$ cat src/rtl/seq_stim_tx.sv
// -----------------------------------------------------------------------------
// seq_stim_tx
//
// Serial stimulus transmitter for the sequence-detector FSMs. A parallel
// pattern is captured on an accepted start and shifted out on x one bit per
// clock, either MSB-first or LSB-first. Detector pulses fed back on hit are
// counted, with saturation, while the transfer is in flight. One extra FLUSH
// cycle after the last bit lets a Mealy or Moore detector react to that bit.
//
// Ports:
//   clk        rising-edge clock
//   reset      asynchronous reset, active low (0 = reset asserted)
//   start      transfer request, sampled only in IDLE
//   pattern    bits to send, captured on start acceptance
//   len        number of bits to send, clamped to WIDTH
//   msb_first  1: pattern[len-1] first; 0: pattern[0] first
//   idle_bit   level driven on x whenever no pattern bit is being sent
//   hit        detector output fed back for counting
//   x          registered serial bit to the detector
//   busy       high in SEND and FLUSH
//   done       one-cycle pulse while in DONE
//   bit_idx    index of the bit currently on x (0 = first bit sent)
//   hit_count  saturating count of hit samples taken in SEND and FLUSH
//   state      FSM state encoding, exported for monitoring
// -----------------------------------------------------------------------------
module seq_stim_tx #(
  parameter int WIDTH = 18,  // maximum pattern length in bits
  parameter int LEN_W = 5,   // width of len and bit_idx; 2**LEN_W > WIDTH
  parameter int CNT_W = 8    // width of the saturating hit counter
) (
  input  logic             clk,
  input  logic             reset,
  input  logic             start,
  input  logic [WIDTH-1:0] pattern,
  input  logic [LEN_W-1:0] len,
  input  logic             msb_first,
  input  logic             idle_bit,
  input  logic             hit,
  output logic             x,
  output logic             busy,
  output logic             done,
  output logic [LEN_W-1:0] bit_idx,
  output logic [CNT_W-1:0] hit_count,
  output logic [1:0]       state
);

  // ---------------------------------------------------------------------------
  // State encoding (exported on the state port, so the values are fixed)
  // ---------------------------------------------------------------------------
  localparam logic [1:0] ST_IDLE  = 2'b00;
  localparam logic [1:0] ST_SEND  = 2'b01;
  localparam logic [1:0] ST_FLUSH = 2'b10;
  localparam logic [1:0] ST_DONE  = 2'b11;

  localparam logic [LEN_W-1:0] WIDTH_L = LEN_W'(WIDTH);
  localparam logic [LEN_W-1:0] ONE_L   = LEN_W'(1);
  localparam logic [CNT_W-1:0] ONE_C   = CNT_W'(1);

  // ---------------------------------------------------------------------------
  // Registers and next-state values
  // ---------------------------------------------------------------------------
  logic [1:0]       state_q,     state_d;
  logic             x_q,         x_d;
  logic             busy_q,      busy_d;
  logic             done_q,      done_d;
  logic [LEN_W-1:0] bit_idx_q,   bit_idx_d;
  logic [CNT_W-1:0] hit_count_q, hit_count_d;
  logic [WIDTH-1:0] pat_q,       pat_d;     // captured pattern
  logic [LEN_W-1:0] len_q,       len_d;     // captured, clamped length
  logic             msb_q,       msb_d;     // captured bit order

  // ---------------------------------------------------------------------------
  // Bit selection helper
  //
  // An explicit compare-and-select mux instead of vec[pos]: pos is LEN_W bits
  // wide and can address past WIDTH-1, and this form returns a defined 0 for
  // such positions rather than an out-of-range read.
  // ---------------------------------------------------------------------------
  function automatic logic pick_bit(input logic [WIDTH-1:0] vec,
                                    input logic [LEN_W-1:0] pos);
    logic b;
    b = 1'b0;
    for (int i = 0; i < WIDTH; i++) begin
      if (pos == LEN_W'(i)) b = vec[i];
    end
    return b;
  endfunction

  // ---------------------------------------------------------------------------
  // Start-acceptance datapath (operates on the live inputs)
  // ---------------------------------------------------------------------------
  logic [LEN_W-1:0] len_clamped;
  logic [LEN_W-1:0] first_pos;
  logic             first_bit;

  assign len_clamped = (len > WIDTH_L) ? WIDTH_L : len;
  // For len==0 first_pos wraps, but first_bit is never used in that case.
  assign first_pos   = msb_first ? (len_clamped - ONE_L) : '0;
  assign first_bit   = pick_bit(pattern, first_pos);

  // ---------------------------------------------------------------------------
  // In-flight datapath (operates on the captured copies)
  // ---------------------------------------------------------------------------
  logic [LEN_W-1:0] next_idx;
  logic [LEN_W-1:0] next_pos;
  logic             next_bit;
  logic             last_bit;

  assign next_idx = bit_idx_q + ONE_L;
  // MSB-first walks down from len-1, LSB-first walks up from 0.
  assign next_pos = msb_q ? (len_q - ONE_L - next_idx) : next_idx;
  assign next_bit = pick_bit(pat_q, next_pos);
  assign last_bit = (bit_idx_q == (len_q - ONE_L));

  // ---------------------------------------------------------------------------
  // Hit counter: one sample per edge in SEND or FLUSH, saturating at all-ones
  // ---------------------------------------------------------------------------
  logic counting;
  logic cnt_full;

  assign counting = (state_q == ST_SEND) || (state_q == ST_FLUSH);
  assign cnt_full = &hit_count_q;

  // ---------------------------------------------------------------------------
  // Next-state logic
  // ---------------------------------------------------------------------------
  always_comb begin
    // NOTE: every signal written here gets a default first, so no path through
    // the case statement leaves one unassigned and no latch is inferred.
    state_d     = state_q;
    x_d         = idle_bit;
    bit_idx_d   = bit_idx_q;
    hit_count_d = hit_count_q;
    pat_d       = pat_q;
    len_d       = len_q;
    msb_d       = msb_q;

    if (counting && hit && !cnt_full) begin
      hit_count_d = hit_count_q + ONE_C;
    end

    case (state_q)
      ST_IDLE: begin
        if (start) begin
          pat_d       = pattern;
          msb_d       = msb_first;
          len_d       = len_clamped;
          hit_count_d = '0;
          bit_idx_d   = '0;
          if (len_clamped != '0) begin
            state_d = ST_SEND;
            x_d     = first_bit;
          end else begin
            // Empty transfer: skip straight to the done pulse.
            state_d = ST_DONE;
          end
        end
      end

      ST_SEND: begin
        if (last_bit) begin
          // The last bit has had its full cycle; x returns to idle_bit.
          state_d = ST_FLUSH;
        end else begin
          bit_idx_d = next_idx;
          x_d       = next_bit;
        end
      end

      ST_FLUSH: begin
        state_d = ST_DONE;
      end

      ST_DONE: begin
        state_d   = ST_IDLE;
        bit_idx_d = '0;
      end

      default: begin
        state_d   = ST_IDLE;
        bit_idx_d = '0;
      end
    endcase
  end

  // busy and done are registered from the next state so they are glitch-free
  // and line up exactly with the exported state.
  assign busy_d = (state_d == ST_SEND) || (state_d == ST_FLUSH);
  assign done_d = (state_d == ST_DONE);

  // ---------------------------------------------------------------------------
  // State registers
  // ---------------------------------------------------------------------------
  always_ff @(posedge clk or negedge reset) begin
    if (!reset) begin
      state_q     <= ST_IDLE;
      x_q         <= 1'b0;
      busy_q      <= 1'b0;
      done_q      <= 1'b0;
      bit_idx_q   <= '0;
      hit_count_q <= '0;
      pat_q       <= '0;
      len_q       <= '0;
      msb_q       <= 1'b0;
    end else begin
      // NOTE: non-blocking assignments here so every register samples the
      // values computed before this edge, independent of statement order.
      state_q     <= state_d;
      x_q         <= x_d;
      busy_q      <= busy_d;
      done_q      <= done_d;
      bit_idx_q   <= bit_idx_d;
      hit_count_q <= hit_count_d;
      pat_q       <= pat_d;
      len_q       <= len_d;
      msb_q       <= msb_d;
    end
  end

  // ---------------------------------------------------------------------------
  // Outputs
  // ---------------------------------------------------------------------------
  assign x         = x_q;
  assign busy      = busy_q;
  assign done      = done_q;
  assign bit_idx   = bit_idx_q;
  assign hit_count = hit_count_q;
  assign state     = state_q;

endmodule

$ cat config.mk
export PLATFORM = sky130hd
export DESIGN_NAME = seq_stim_tx
export DESIGN_NICKNAME = d
export VERILOG_FILES = /design/src/rtl/seq_stim_tx.sv
export SDC_FILE = /design/constraint.sdc
export NUM_CORES = 1
export LEC_CHECK = 0
export BUFFER_PORTS_ARGS = -buffer_cell sky130_fd_sc_hd__buf_2
export CORE_AREA = 3 3 77 79
export DETAILED_ROUTE_END_ITERATION = 8
export DIE_AREA = 0 0 80 82
export GPL_ROUTABILITY_DRIVEN = 0
export GPL_TIMING_DRIVEN = 1
export PLACE_DENSITY = 0.84
export SLEW_MARGIN = 10
export SYNTH_ARGS = -nofsm -noshare
export SYNTH_HDL_FRONTEND = slang
export SYNTH_SLANG_ARGS = --single-unit
$ cat constraint.sdc
create_clock -name clk -period 3.95 [get_ports clk]
set_clock_uncertainty 0.2 [all_clocks]
set_input_delay 0.395 -clock clk [delete_from_list [all_inputs] [get_ports clk]]
set_output_delay 0.395 -clock clk [all_outputs]
set_load 0.02 [all_outputs]
After elaboration in Yosys (flattened, before gate mapping)
Cells that the tools add are included.
- register bits after elaboration: 42
- latch bits: 0
- bits in writable memories: 0
- ROM bits: 0
- input bits: 29
- output and inout bits: 18
- word-level logic and storage cells: 124
- memories: 0
- $add $sub $neg: 5
- multiply operators: 0
- divide/modulo/power cells: 0
- magnitude comparators: 1
- equality and inequality tests: 43
- shifts and indexed selects: 0
- muxes and demuxes: 53
- bitwise logic cells: 0
- reductions and logical operators: 13
- operator list (cell ; number):
    5-bit by 4-bit equality test with 1-bit output (second input constant) ; 16
    5-bit by 3-bit equality test with 1-bit output (second input constant) ; 8
    1-bit two-way mux ; 39
    5-bit two-way mux ; 5
    8-bit two-way mux ; 3
    5-bit by 2-bit equality test with 1-bit output (second input constant) ; 4
    5-bit equality test (second input constant) ; 4
    5-bit case mux with 3 select lines ; 1
    5-bit by 1-bit equality test with 1-bit output (second input constant) ; 2
    5-bit logical NOT ; 2
    5-bit by 1-bit subtractor with 5-bit output (second input constant) ; 2
    8-bit by 1-bit adder with 8-bit output (second input constant) ; 1
    2-bit equality test (second input constant) ; 4
    2-bit case mux with 4 select lines ; 1
    8-bit AND reduction ; 1
    2-bit two-way mux ; 3
    5-bit by 1-bit adder with 5-bit output (second input constant) ; 1
    5-bit equality test ; 1
    5-bit > comparator (second input constant) ; 1
    5-bit nonzero test ; 1
    5-bit subtractor ; 1
    2-bit by 1-bit equality test with 1-bit output (second input constant) ; 2
    2-bit inequality test (second input constant) ; 2
    3-bit AND reduction ; 1
    7 further kinds ; 9

Logic depth before layout (Yosys ltp)
Gate-level depths: netlist of the first run.
- depth in word-level cells: 26
- depth in mapped cells: 14
- mapped depth without buffers: 11

Least setup slack after synthesis of the first run
OpenSTA, ideal clock, no wires.
- path type: input-to-reg
- start: input len[4]
- end: register x_q, in the netlist x
- setup time: 0.127 ns
- data arrival time: 2.707 ns
- required time: 3.623 ns
- setup slack: 0.916 ns
- cell stages on the path: 14
- buffers on the path: 3
- path through: buf_2 -> o31ai_4 -> and2_4 -> buf_6 -> inv_4 -> buf_4 -> ha_1 -> nor4b_4 -> nor2_1 -> o41a_1 -> o211a_1 -> o22ai_2 -> a31o_1 -> o211ai_2
- cells in the longest elaborated chain, start to end: 26
- elaborated cells between the ends (all ways): 44
- those cells by class: add/sub: 1; order compare: 1; eq/ne: 17; mux: 23; reduce/logical: 2
- ends and longest elaborated chain (what ; RTL line ; text):
    start, declared ; 35 ; input logic [LEN_W-1:0] len,
    5-bit > comparator ; 96 ; assign len_clamped = (len > WIDTH_L) ? WIDTH_L : len;
    5-bit two-way mux * ; 96 ;
    5-bit by 1-bit subtractor with 5-bit output ; 98 ; assign first_pos = msb_first ? (len_clamped - ONE_L) : '0;
    5-bit two-way mux ; 98 ;
    5-bit logical NOT ; 84 ; if (pos == LEN_W'(i)) b = vec[i];
    1-bit two-way mux (18 in a row) ; 84 ;
    1-bit two-way mux * ; 150 ; if (len_clamped != '0) begin
    1-bit two-way mux * ; 144 ; if (start) begin
    1-bit case mux with 2 select lines * ; 142 ; case (state_q)
    via x_d ; 63 ; logic x_q, x_d;
    end signal, assigned ; 197 ; x_q <= 1'b0;
    end signal, assigned ; 209 ; x_q <= x_d;
    end, declared ; 63 ;
The timed path passes the listed nets; every way through them passes the cells marked *.
A chain may end at the register's enable or synchronous reset.

Worst setup path in the final report of the first run
- start: register bit_idx_q[0], in the netlist bit_idx[0]
- end: register x_q, in the netlist x
- cells in the longest elaborated chain, start to end: 24
- elaborated cells between the ends (all ways): 42
- those cells by class: add/sub: 2; eq/ne: 18; mux: 21; reduce/logical: 1
- ends and longest elaborated chain (what ; RTL line ; text):
    start, declared ; 66 ; logic [LEN_W-1:0] bit_idx_q, bit_idx_d;
    start signal, assigned ; 212 ; bit_idx_q <= bit_idx_d;
    5-bit by 1-bit adder with 5-bit output ; 109 ; assign next_idx = bit_idx_q + ONE_L;
    5-bit subtractor ; 111 ; assign next_pos = msb_q ? (len_q - ONE_L - next_idx) : next_idx;
    5-bit two-way mux ; 111 ;
    5-bit logical NOT ; 84 ;
    1-bit two-way mux (18 in a row) ; 84 ;
    1-bit two-way mux * ; 161 ; if (last_bit) begin
    1-bit case mux with 2 select lines * ; 142 ;
    via x_d ; 63 ;
Marks and branches as above.

==> Implementation_results.wiki, run 1 <==
{| class="wikitable"
! Metric !! Value
|-
| Mean instance size in the synthesized netlist || 8.72 um2
|-
| Cell Pwr Density || 826 nW/um2
|-
| Number of enable-type register cells in the synthesized netlist || 0
|-
| Antenna diodes || 0
|-
| Cell-by-cell listing of the critical path || ha_1 -> fa_1 -> nand2_1 -> o21ai_1 -> mux4_2 -> mux2i_1 -> o32a_1 -> o211ai_2
|-
| Maximum number of pins on one net before global-route repair || 43
|-
| Final cycle utilization of the critical path || 79.8%
|-
| Longest individual stage delay on the worst path || 0.61 ns
|-
| Critical path buffer and inverter count || 0
|-
| Top cell type's share of synthesized area || 36.2%
|-
| Syn nets || 375
|-
| GR Util met2 || 40.0%
|-
| Initial antenna violation count || 0
|-
| Start-to-end type of the worst setup path || reg -> reg
|-
| Cell with the biggest individual delay on the critical path || sky130_fd_sc_hd__fa_1
|-
| CTS tree || yes
|-
| Number of cells in the design after placement || 437
|-
| Arrival time at the worst endpoint || 3.13 ns
|-
| Layout cell share with drive strength beyond 1 || 19.6%
|-
| Number of design-rule violations left by the first detailed-router iteration || 229
|-
| CTS clock-pin slew for the worst setup and hold paths || 0.09 ns
|-
| Full die area || 6560 um2
|-
| DR WL/cell || 16.0 um
|-
| Height of the die || 82 um
|-
| Source of the critical timing path || bit_idx[0]
|-
| Critical Path Sink Type || flop
|-
| Clock buffer depth || 2
|-
| Setup repair after global routing missed its margin || false
|-
| IO Pins || 47
|-
| Setup bufs post-CTS || 0
|-
| Antenna-violating nets left || 0
|-
| Via count of the first global-routing pass || 2606
|-
| Slew Limit Fails || 0
|-
| Post-route DRC || 0
|-
| Largest delay contributor family on the critical path || adder cells
|-
| Rel. slew slack || 39.6%
|-
| # nets final || 414
|-
| Setup slack at placement || 0.743 ns
|-
| Number of detailed-routing iterations run before antenna repair || 4
|-
| Final number of hold-violating endpoints || 0
|-
| Cell type with the largest total area after synthesis || sky130_fd_sc_hd__dfrtp_1
|-
| GRT Total Usage || 23.3%
|-
| Clock tree root driver cell || sky130_fd_sc_hd__clkbuf_8
|-
| Sequential-to-total area share from yosys stat || 36.2%
|-
| Number of instances in the synthesized netlist || 333
|-
| HP Class || in -> async
|-
| Clk Latency, worst-skew pair || 0.30 ns
|-
| Run status || complete, no violations
|-
| Site row count || 27
|-
| Number of hold buffers added after CTS || 0
|-
| Max_cap viols || 0
|-
| Congestion Overflow GR || 0
|-
| Number of standard cells in the layout, taps in and fillers out || 445
|-
| Via count || 2589
|-
| Worst Path Required || 3.93 ns
|-
| Most common library cell in the layout ignoring fill and taps || sky130_fd_sc_hd__nand2_1
|-
| Largest driver fanout on the critical path || 6
|-
| Worst path setup slack after routing || 0.798 ns
|-
| DIE WIDTH || 80 um
|-
| Finish-stage setup viols || 0
|-
| Top FF cell, synth || sky130_fd_sc_hd__dfrtp_1
|-
| Proportion of register bits with asynchronous set or reset after synthesis || 100%
|-
| Global routing usage on met1 || 29.8%
|-
| Area growth from synthesis to final layout || 13.3%
|-
| Initial core utilization || 53.7%
|-
| Cell types occupying the most area after synthesis || sky130_fd_sc_hd__dfrtp_1 (36%), sky130_fd_sc_hd__nand2_1 (11%), sky130_fd_sc_hd__ha_1 (5.2%)
|-
| Number of warnings reported in the yosys synthesis log || 0
|-
| Max H-tree Level || 2
|-
| Final-layout setup total negative slack || 0 ns
|-
| Time the worst path needs with I/O delays and setup || 3.15 ns
|-
| Number of library cell types mapped by synthesis || 58
|-
| Summed instance area of the synthesized netlist || 2910 um2
|-
| Most Crowded Layer GR || met2
|-
| Resized Gates After CTS || 0
|-
| Port bufs || 46
|-
| Via-per-instance ratio || 5.82
|-
| Register bit total from synthesis || 42
|-
| Core region area || 5410 um2
|-
| Worst flop-to-flop path startpoint || bit_idx[0]
|-
| Worst ir drop on vdd || 0.000372 V
|-
| Element type at the critical path start || flop
|-
| Fmax achieved || 0.317 GHz
|-
| GRT met3 Usage || 4.50%
|-
| CTS Sinks || 42
|-
| First-pass GRT wire length || 12200 um
|-
| Static leakage || 1.59 nW
|-
| Placed wire-length estimate || 5330 um
|-
| Number of buffers created by CTS || 5
|-
| Commonest cells after routing, fill and taps aside || sky130_fd_sc_hd__nand2_1 (84), sky130_fd_sc_hd__buf_2 (46), sky130_fd_sc_hd__dfrtp_1 (42)
|-
| Tightest Pin Transition || 0.905 ns
|-
| Final wirelength || 7100 um
|}
[through the flow]
| stage | power [mW] | hold WS [ns] | utilization, % | area [um2] |
|---|---|---|---|---|
| after floorplan | 1.93 | -0.101 | - | 2910 |
| after global placement | 2.21 | 0.257 | 58.4 | 3150 |
| after detailed placement | 2.28 | 0.269 | 58.4 | 3150 |
| after CTS | 2.72 | 0.0663 | 60.9 | 3290 |
| after global routing | 2.94 | 0.116 | 60.9 | 3290 |
| final | 2.72 | 0.0214 | 60.9 | 3290 |
[kinds of logic after synthesis]
logic type               after synthesis  synth area share, %
AO/OA/AOI/OAI                         61                 16.1
multiplexers                          16                 7.11
AND/OR/NAND/NOR                      149                 23.2
adder cells (fa/ha/maj)               13                 5.86
buffers and inverters                 30                 4.87
flip-flops                            42                 36.2
XOR/XNOR                              22                 6.63
[area by class of cell]
type	count	area [um2]
Fill cell	476	2110
Multi-Input combinational cell	261	1710
Sequential cell	42	1050
Timing Repair Buffer	48	245
Tap cell	72	90.1
Clock buffer	5	68.8
Clock inverter	3	68.8
Inverter	14	55.1
[sequential cells by signal (all words and copies together), names as in the netlist]
signal,count
busy,1
pat_q,18
done,1
len_q,5
msb_q,1
hit_count,8
bit_idx,5
state,2
x,1
[worst paths after layout]
path                       endpoint  cells after the start  slack [ns]
setup reg to reg                  x                      8        0.80
min in group clk           pat_q[1]                      3        0.10
max in group asynchronous  len_q[3]                      1        2.97
setup / recovery                  x                      8        0.80
hold / removal             pat_q[4]                      1        0.02
hold reg to reg            pat_q[5]                      2        0.29
[metal layers]
| metal | share of wire [%] | wire length [um] | vias to the layer above |
|---|---|---|---|
| met5 | 0 | 0 | - |
| met4 | 1.9 | 136 | 0 |
| met3 | 5.5 | 391 | 18 |
| met2 | 51 | 3610 | 97 |
| met1 | 42 | 2960 | 1241 |
| li1 | - | - | 1233 |
[worst reg2reg max path, delay by kind of cell (launching register included)]
family          cells  cell delay (ns)
compound gates      3             0.60
flops               1             0.45
fa+ha+maj           2             1.00
simple gates        1             0.07
mux                 2             0.72
[where the power goes]
group | internal [mW] | switching, mW | leakage (nW)
Combinational | 0.671 | 0.888 | 0.986
Sequential | 0.599 | 0.146 | 0.538
Clock | 0.253 | 0.162 | 0.0683
Total | 1.52 | 1.20 | 1.59
[Yosys cell counts, types with 3 or more instances]
master / n
sky130_fd_sc_hd__o22ai_1: 4
sky130_fd_sc_hd__o32a_1: 3
sky130_fd_sc_hd__a21boi_0: 3
sky130_fd_sc_hd__clkbuf_1: 7
sky130_fd_sc_hd__nand3_1: 13
sky130_fd_sc_hd__buf_4: 4
sky130_fd_sc_hd__mux4_2: 3
sky130_fd_sc_hd__nor2_1: 24
sky130_fd_sc_hd__mux2i_1: 8
sky130_fd_sc_hd__o2111ai_1: 4
sky130_fd_sc_hd__a211oi_1: 5
sky130_fd_sc_hd__nor3b_1: 3
sky130_fd_sc_hd__buf_2: 3
sky130_fd_sc_hd__a21oi_1: 6
sky130_fd_sc_hd__nor3_1: 6
sky130_fd_sc_hd__xnor2_1: 10
sky130_fd_sc_hd__ha_1: 12
sky130_fd_sc_hd__xor2_1: 12
sky130_fd_sc_hd__inv_1: 13
sky130_fd_sc_hd__mux2_2: 3
sky130_fd_sc_hd__nand2_1: 84
sky130_fd_sc_hd__nand2b_1: 7
sky130_fd_sc_hd__dfrtp_1: 42
sky130_fd_sc_hd__o21ai_0: 9
sky130_fd_sc_hd__a31oi_1: 4
Note: power is estimated with default switching activity, not from simulation.
==> run 2: changes to the inputs <==
--- a/config.mk
+++ b/config.mk
@@ -5,6 +5,7 @@
 export SDC_FILE = /design/constraint.sdc
 export NUM_CORES = 1
 export LEC_CHECK = 0
+export ABC_AREA = 1
 export BUFFER_PORTS_ARGS = -buffer_cell sky130_fd_sc_hd__buf_2
 export CORE_AREA = 3 3 77 79
 export DETAILED_ROUTE_END_ITERATION = 8
==> constraint.sdc (replaced) <==
create_clock -name clk -period 3.2 [get_ports clk]
set_clock_uncertainty 0.2 [all_clocks]
set_input_delay 0.32 -clock clk [delete_from_list [all_inputs] [get_ports clk]]
set_output_delay 0.32 -clock clk [all_outputs]
set_load 0.02 [all_outputs]
==> run 2 against run 1 <==
Effect of this change:
- core utilization grew 0.25 points
- final cell count grew 16%
- power grew 21%
==> Implementation_results.wiki, run 2 <==
{| class="wikitable"
! Metric !! Value
|-
| Run status || complete, no violations (unchanged)
|-
| Static leakage || 1.73 nW (was 1.59 nW)
|-
| Via count || 2750 (was 2589)
|-
| Flip-flop count of the largest register after layout || 18 (unchanged)
|-
| Worst path setup slack after routing || 0.265 ns (was 0.798 ns)
|-
| Internal power of the cells || 1.71 mW (was 1.52 mW)
|-
| Number of buffers created by CTS || 5 (unchanged)
|-
| DR WL/cell || 13.7 um (was 16.0 um)
|-
| Largest driver fanout on the critical path || 8 (was 6)
|-
| Antenna-violating nets left || 0 (unchanged)
|-
| First-pass GRT wire length || 11600 um (was 12200 um)
|-
| Arrival time at the worst endpoint || 2.93 ns (was 3.13 ns)
|-
| Core region area || 5410 um2 (unchanged)
|-
| Cell with the biggest individual delay on the critical path || sky130_fd_sc_hd__fa_1 (unchanged)
|-
| Port bufs || 46 (unchanged)
|-
| Syn nets || 437 (was 375)
|-
| Hold_sp || pattern[5]
|-
| Area growth from synthesis to final layout || 15.1% (was 13.3%)
|-
| Clk Latency, worst-skew pair || 0.30 ns (about the same)
|-
| Final number of hold-violating endpoints || 0 (unchanged)
|-
| Worst hold slack || 0.0420 ns (was 0.0214 ns)
|-
| Number of standard cells in the layout, taps in and fillers out || 514 (was 445)
|-
| Via-per-instance ratio || 5.35 (was 5.82)
|-
| Site row count || 27 (unchanged)
|-
| Height of the die || 82 um (unchanged)
|-
| Number of warnings reported in the yosys synthesis log || 0 (unchanged)
|-
| Final cycle utilization of the critical path || 91.7% (was 79.8%)
|-
| Via count of the first global-routing pass || 2598 (was 2606)
|-
| Tightest Pin Transition || 0.915 ns (was 0.905 ns)
|-
| GRT Total Usage || 22.5% (was 23.3%)
|-
| Clock tree root driver cell || sky130_fd_sc_hd__clkbuf_8 (unchanged)
|-
| HP Class || in -> reg (was in -> async)
|-
| Element type at the critical path start || flop (unchanged)
|-
| Reg with most FFs || pat_q (unchanged)
|-
| Part of the total power dissipated in the clock network || 13.1% (was 15.3%)
|-
| Most frequent cell after synthesis || sky130_fd_sc_hd__nand2_1 (unchanged)
|-
| Proportion of register bits with asynchronous set or reset after synthesis || 100% (unchanged)
|-
| Critical Path Sink Type || flop (unchanged)
|-
| Number of enable-type register cells in the synthesized netlist || 0 (unchanged)
|-
| Summed instance area of the synthesized netlist || 2870 um2 (was 2910 um2)
|-
| DIE WIDTH || 80 um (unchanged)
|-
| Hold Path Sink || pat_q[5]
|-
| Number of cells in the design after placement || 506 (was 437)
|-
| Number of detailed-routing iterations run before antenna repair || 5 (was 4)
|-
| Most common library cell in the layout ignoring fill and taps || sky130_fd_sc_hd__nand2_1 (unchanged)
|-
| Mean instance size in the synthesized netlist || 7.27 um2 (was 8.72 um2)
|-
| Full die area || 6560 um2 (unchanged)
|-
| Initial core utilization || 53.1% (was 53.7%)
|-
| Top FF cell, synth || sky130_fd_sc_hd__dfrtp_1 (unchanged)
|-
| Worst Path Required || 3.20 ns (was 3.93 ns)
|-
| Cell Pwr Density || 999 nW/um2 (was 826 nW/um2)
|-
| Number of library cell types mapped by synthesis || 39 (was 58)
|-
| Top cell type's share of synthesized area || 36.6% (was 36.2%)
|-
| Placed wire-length estimate || 5300 um (was 5330 um)
|-
| Finish-stage setup viols || 0 (unchanged)
|-
| Initial antenna violation count || 0 (unchanged)
|-
| Most common cell type on the critical path || sky130_fd_sc_hd__nand2_1
|-
| Max H-tree Level || 2 (unchanged)
|-
| Maximum number of pins on one net before global-route repair || 43 (unchanged)
|-
| CTS Sinks || 42 (unchanged)
|-
| Time the worst path needs with I/O delays and setup || 2.94 ns (was 3.15 ns)
|-
| Register bit total from synthesis || 42 (unchanged)
|-
| Layout cell share with drive strength beyond 1 || 19.2% (was 19.6%)
|-
| Sw Ratio || 48.3% (was 44.0%)
|-
| IO Pins || 47 (unchanged)
|-
| Start-to-end type of the worst setup path || reg -> reg (unchanged)
|-
| Congestion Overflow GR || 0 (unchanged)
|-
| Cell type with the largest total area after synthesis || sky130_fd_sc_hd__dfrtp_1 (unchanged)
|-
| Power spent charging and discharging nets || 1.59 mW (was 1.20 mW)
|-
| Slew Limit Fails || 0 (unchanged)
|-
| Cell types occupying the most area after synthesis || sky130_fd_sc_hd__dfrtp_1 (37%), sky130_fd_sc_hd__nand2_1 (14%), sky130_fd_sc_hd__inv_1 (7.1%) (was sky130_fd_sc_hd__dfrtp_1 (36%), sky130_fd_sc_hd__nand2_1 (11%), sky130_fd_sc_hd__ha_1 (5.2%))
|-
| Top post-synthesis cells by count || sky130_fd_sc_hd__nand2_1 (110), sky130_fd_sc_hd__inv_1 (54), sky130_fd_sc_hd__dfrtp_1 (42) (was sky130_fd_sc_hd__nand2_1 (84), sky130_fd_sc_hd__dfrtp_1 (42), sky130_fd_sc_hd__nor2_1 (24))
|-
| Logic pwr share || 59.5% (was 57.3%)
|-
| # nets final || 484 (was 414)
|-
| Final wirelength || 7020 um (was 7100 um)
|-
| Worst ir drop on vdd || 0.000433 V (was 0.000372 V)
|-
| Commonest cells after routing, fill and taps aside || sky130_fd_sc_hd__nand2_1 (109), sky130_fd_sc_hd__inv_1 (53), sky130_fd_sc_hd__buf_2 (46) (was sky130_fd_sc_hd__nand2_1 (84), sky130_fd_sc_hd__buf_2 (46), sky130_fd_sc_hd__dfrtp_1 (42))
|-
| Post-route DRC || 0 (unchanged)
|-
| Antenna diodes || 0 (unchanged)
|-
| Longest individual stage delay on the worst path || 0.54 ns (was 0.61 ns)
|-
| Setup repair after global routing missed its margin || false (unchanged)
|-
| CTS clock-pin slew for the worst setup and hold paths || 0.08 ns (was 0.09 ns)
|-
| Register-to-register path setup slack || 0.26 ns (was 0.80 ns)
|-
| Number of filler instances in the final layout || 483 (was 476)
|-
| Clock buffer depth || 2 (unchanged)
|-
| Number of instances in the synthesized netlist || 395 (was 333)
|-
| Sequential cell fraction of total power || 27.4% (about the same)
|-
| Cells on Worst Hold Path || 3
|-
| CTS tree || yes (unchanged)
|-
| Worst flop-to-flop path startpoint || bit_idx[0] (unchanged)
|-
| Max_cap viols || 0 (unchanged)
|-
| End of the worst register-to-register path || x (unchanged)
|-
| Setup slack at placement || 0.215 ns (was 0.743 ns)
|-
| Fmax achieved || 0.341 GHz (was 0.317 GHz)
|-
| Sequential-to-total area share from yosys stat || 36.6% (was 36.2%)
|-
| Cell-by-cell listing of the critical path || ha_1 -> fa_1 -> o21ai_4 -> nor2_1 -> nand2_1 -> nand3_1 -> o211ai_1 -> o21ai_1 -> nand2_1 -> nand3_1 -> nand2_1 -> nand3_1 -> nand2_1 -> a21oi_1 -> nor2_1 -> nand2_1 (was ha_1 -> fa_1 -> nand2_1 -> o21ai_1 -> mux4_2 -> mux2i_1 -> o32a_1 -> o211ai_2)
|-
| Rel. slew slack || 39.0% (was 39.6%)
|-
| Final-layout setup total negative slack || 0 ns (unchanged)
|-
| Number of design-rule violations left by the first detailed-router iteration || 230 (was 229)
|-
| Length in cells of the worst reg-to-reg path || 16 (was 8)
|-
| Setup bufs post-CTS || 0 (unchanged)
|}
-- run 2: cell types whose count changed in the layout (fill, tap and decap cells not counted), moves of 8 or more --
cell	change
sky130_fd_sc_hd__inv_1	+40
sky130_fd_sc_hd__nand2_1	+25
sky130_fd_sc_hd__o21ai_0	+21
sky130_fd_sc_hd__nand3_1	+17
sky130_fd_sc_hd__nand2_2	+9
sky130_fd_sc_hd__nor2_1	+9
sky130_fd_sc_hd__mux2i_1	-8
-- run 2: kinds of logic (layout without fill, tap and decap cells) --
| group | after synthesis | count (layout) | synth area share, % |
|---|---|---|---|
| simple gates | 205 | 205 | 31.8 |
| buf+inv | 66 | 113 | 9.23 |
| compound gates | 55 | 55 | 11.6 |
| flops | 42 | 42 | 36.6 |
| xor+xnor | 14 | 14 | 4.79 |
| fa+ha+maj | 13 | 13 | 5.92 |
-- run 2: how the worst max path moves through the flow --
stage / startpoint / depth (start not counted) / endpoint / slack, ns
after floorplan: bit_idx[0] / 15 / x / 0.37
after global placement: bit_idx[0] / 19 / x / 0.30
after detailed placement: bit_idx[0] / 19 / x / 0.22
after CTS: bit_idx[0] / 19 / x / 0.15
after global routing: len_q[0] / 19 / x / 0.02
final: bit_idx[0] / 16 / x / 0.26
-- run 2: per-stage QoR --
stage | cell area [um2] | utilization [%] | power, mW
6_report | 3310 | 61.2 | 3.30
4_1_cts | 3270 | 60.6 | 3.22
2_1_floorplan | 2870 | - | 2.36
3_5_place_dp | 3150 | 58.3 | 2.76
3_3_place_gp | 3150 | 58.3 | 2.68
5_1_grt | 3310 | 61.2 | 3.58
-- run 2: worst max-delay path: cells and delay by family (launching register included) --
family / cells / cell delay [ns]
AO/OA/AOI/OAI: 4 / 0.52
AND/OR/NAND/NOR: 10 / 0.76
adder cells (fa/ha/maj): 2 / 0.91
flip-flops: 1 / 0.45
-- run 2: what timing repair did --
item | 4_1_cts | 5_1_grt
endpoints found under the hold margin | 42 | 0
setup endpoints to repair | 0 | 1
gates resized for setup | 0 | 6
hold buffers | 1 | 0
-- run 2: power by group through the flow --
| stage | clock network [mW] | logic (mW) | registers (mW) |
|---|---|---|---|
| 2_1_floorplan | 0 | 1.42 | 0.937 |
| 3_3_place_gp | 0 | 1.78 | 0.899 |
| 3_5_place_dp | 0 | 1.85 | 0.906 |
| 4_1_cts | 0.434 | 1.88 | 0.898 |
| 5_1_grt | 0.456 | 2.20 | 0.927 |
| 6_report | 0.431 | 1.96 | 0.905 |
-- run 2: layer usage --
layer	global-route usage (%)	vias up	wire [um]
li1	-	1357	-
met1	28.7	1290	3120
met2	37.4	86	3430
met3	4.06	17	311
met4	9.63	0	160
met5	0	-	0
-- run 2: area by class of cell --
class,count,area [um2],share of cell area (%)
Inverter,59,224,6.78
Timing Repair Buffer,47,240,7.27
Clock buffer,6,82.6,2.50
Sequential cell,42,1050,31.8
Clock inverter,1,30.0,0.908
Tap cell,72,90.1,2.73
Multi-Input combinational cell,287,1590,48.0
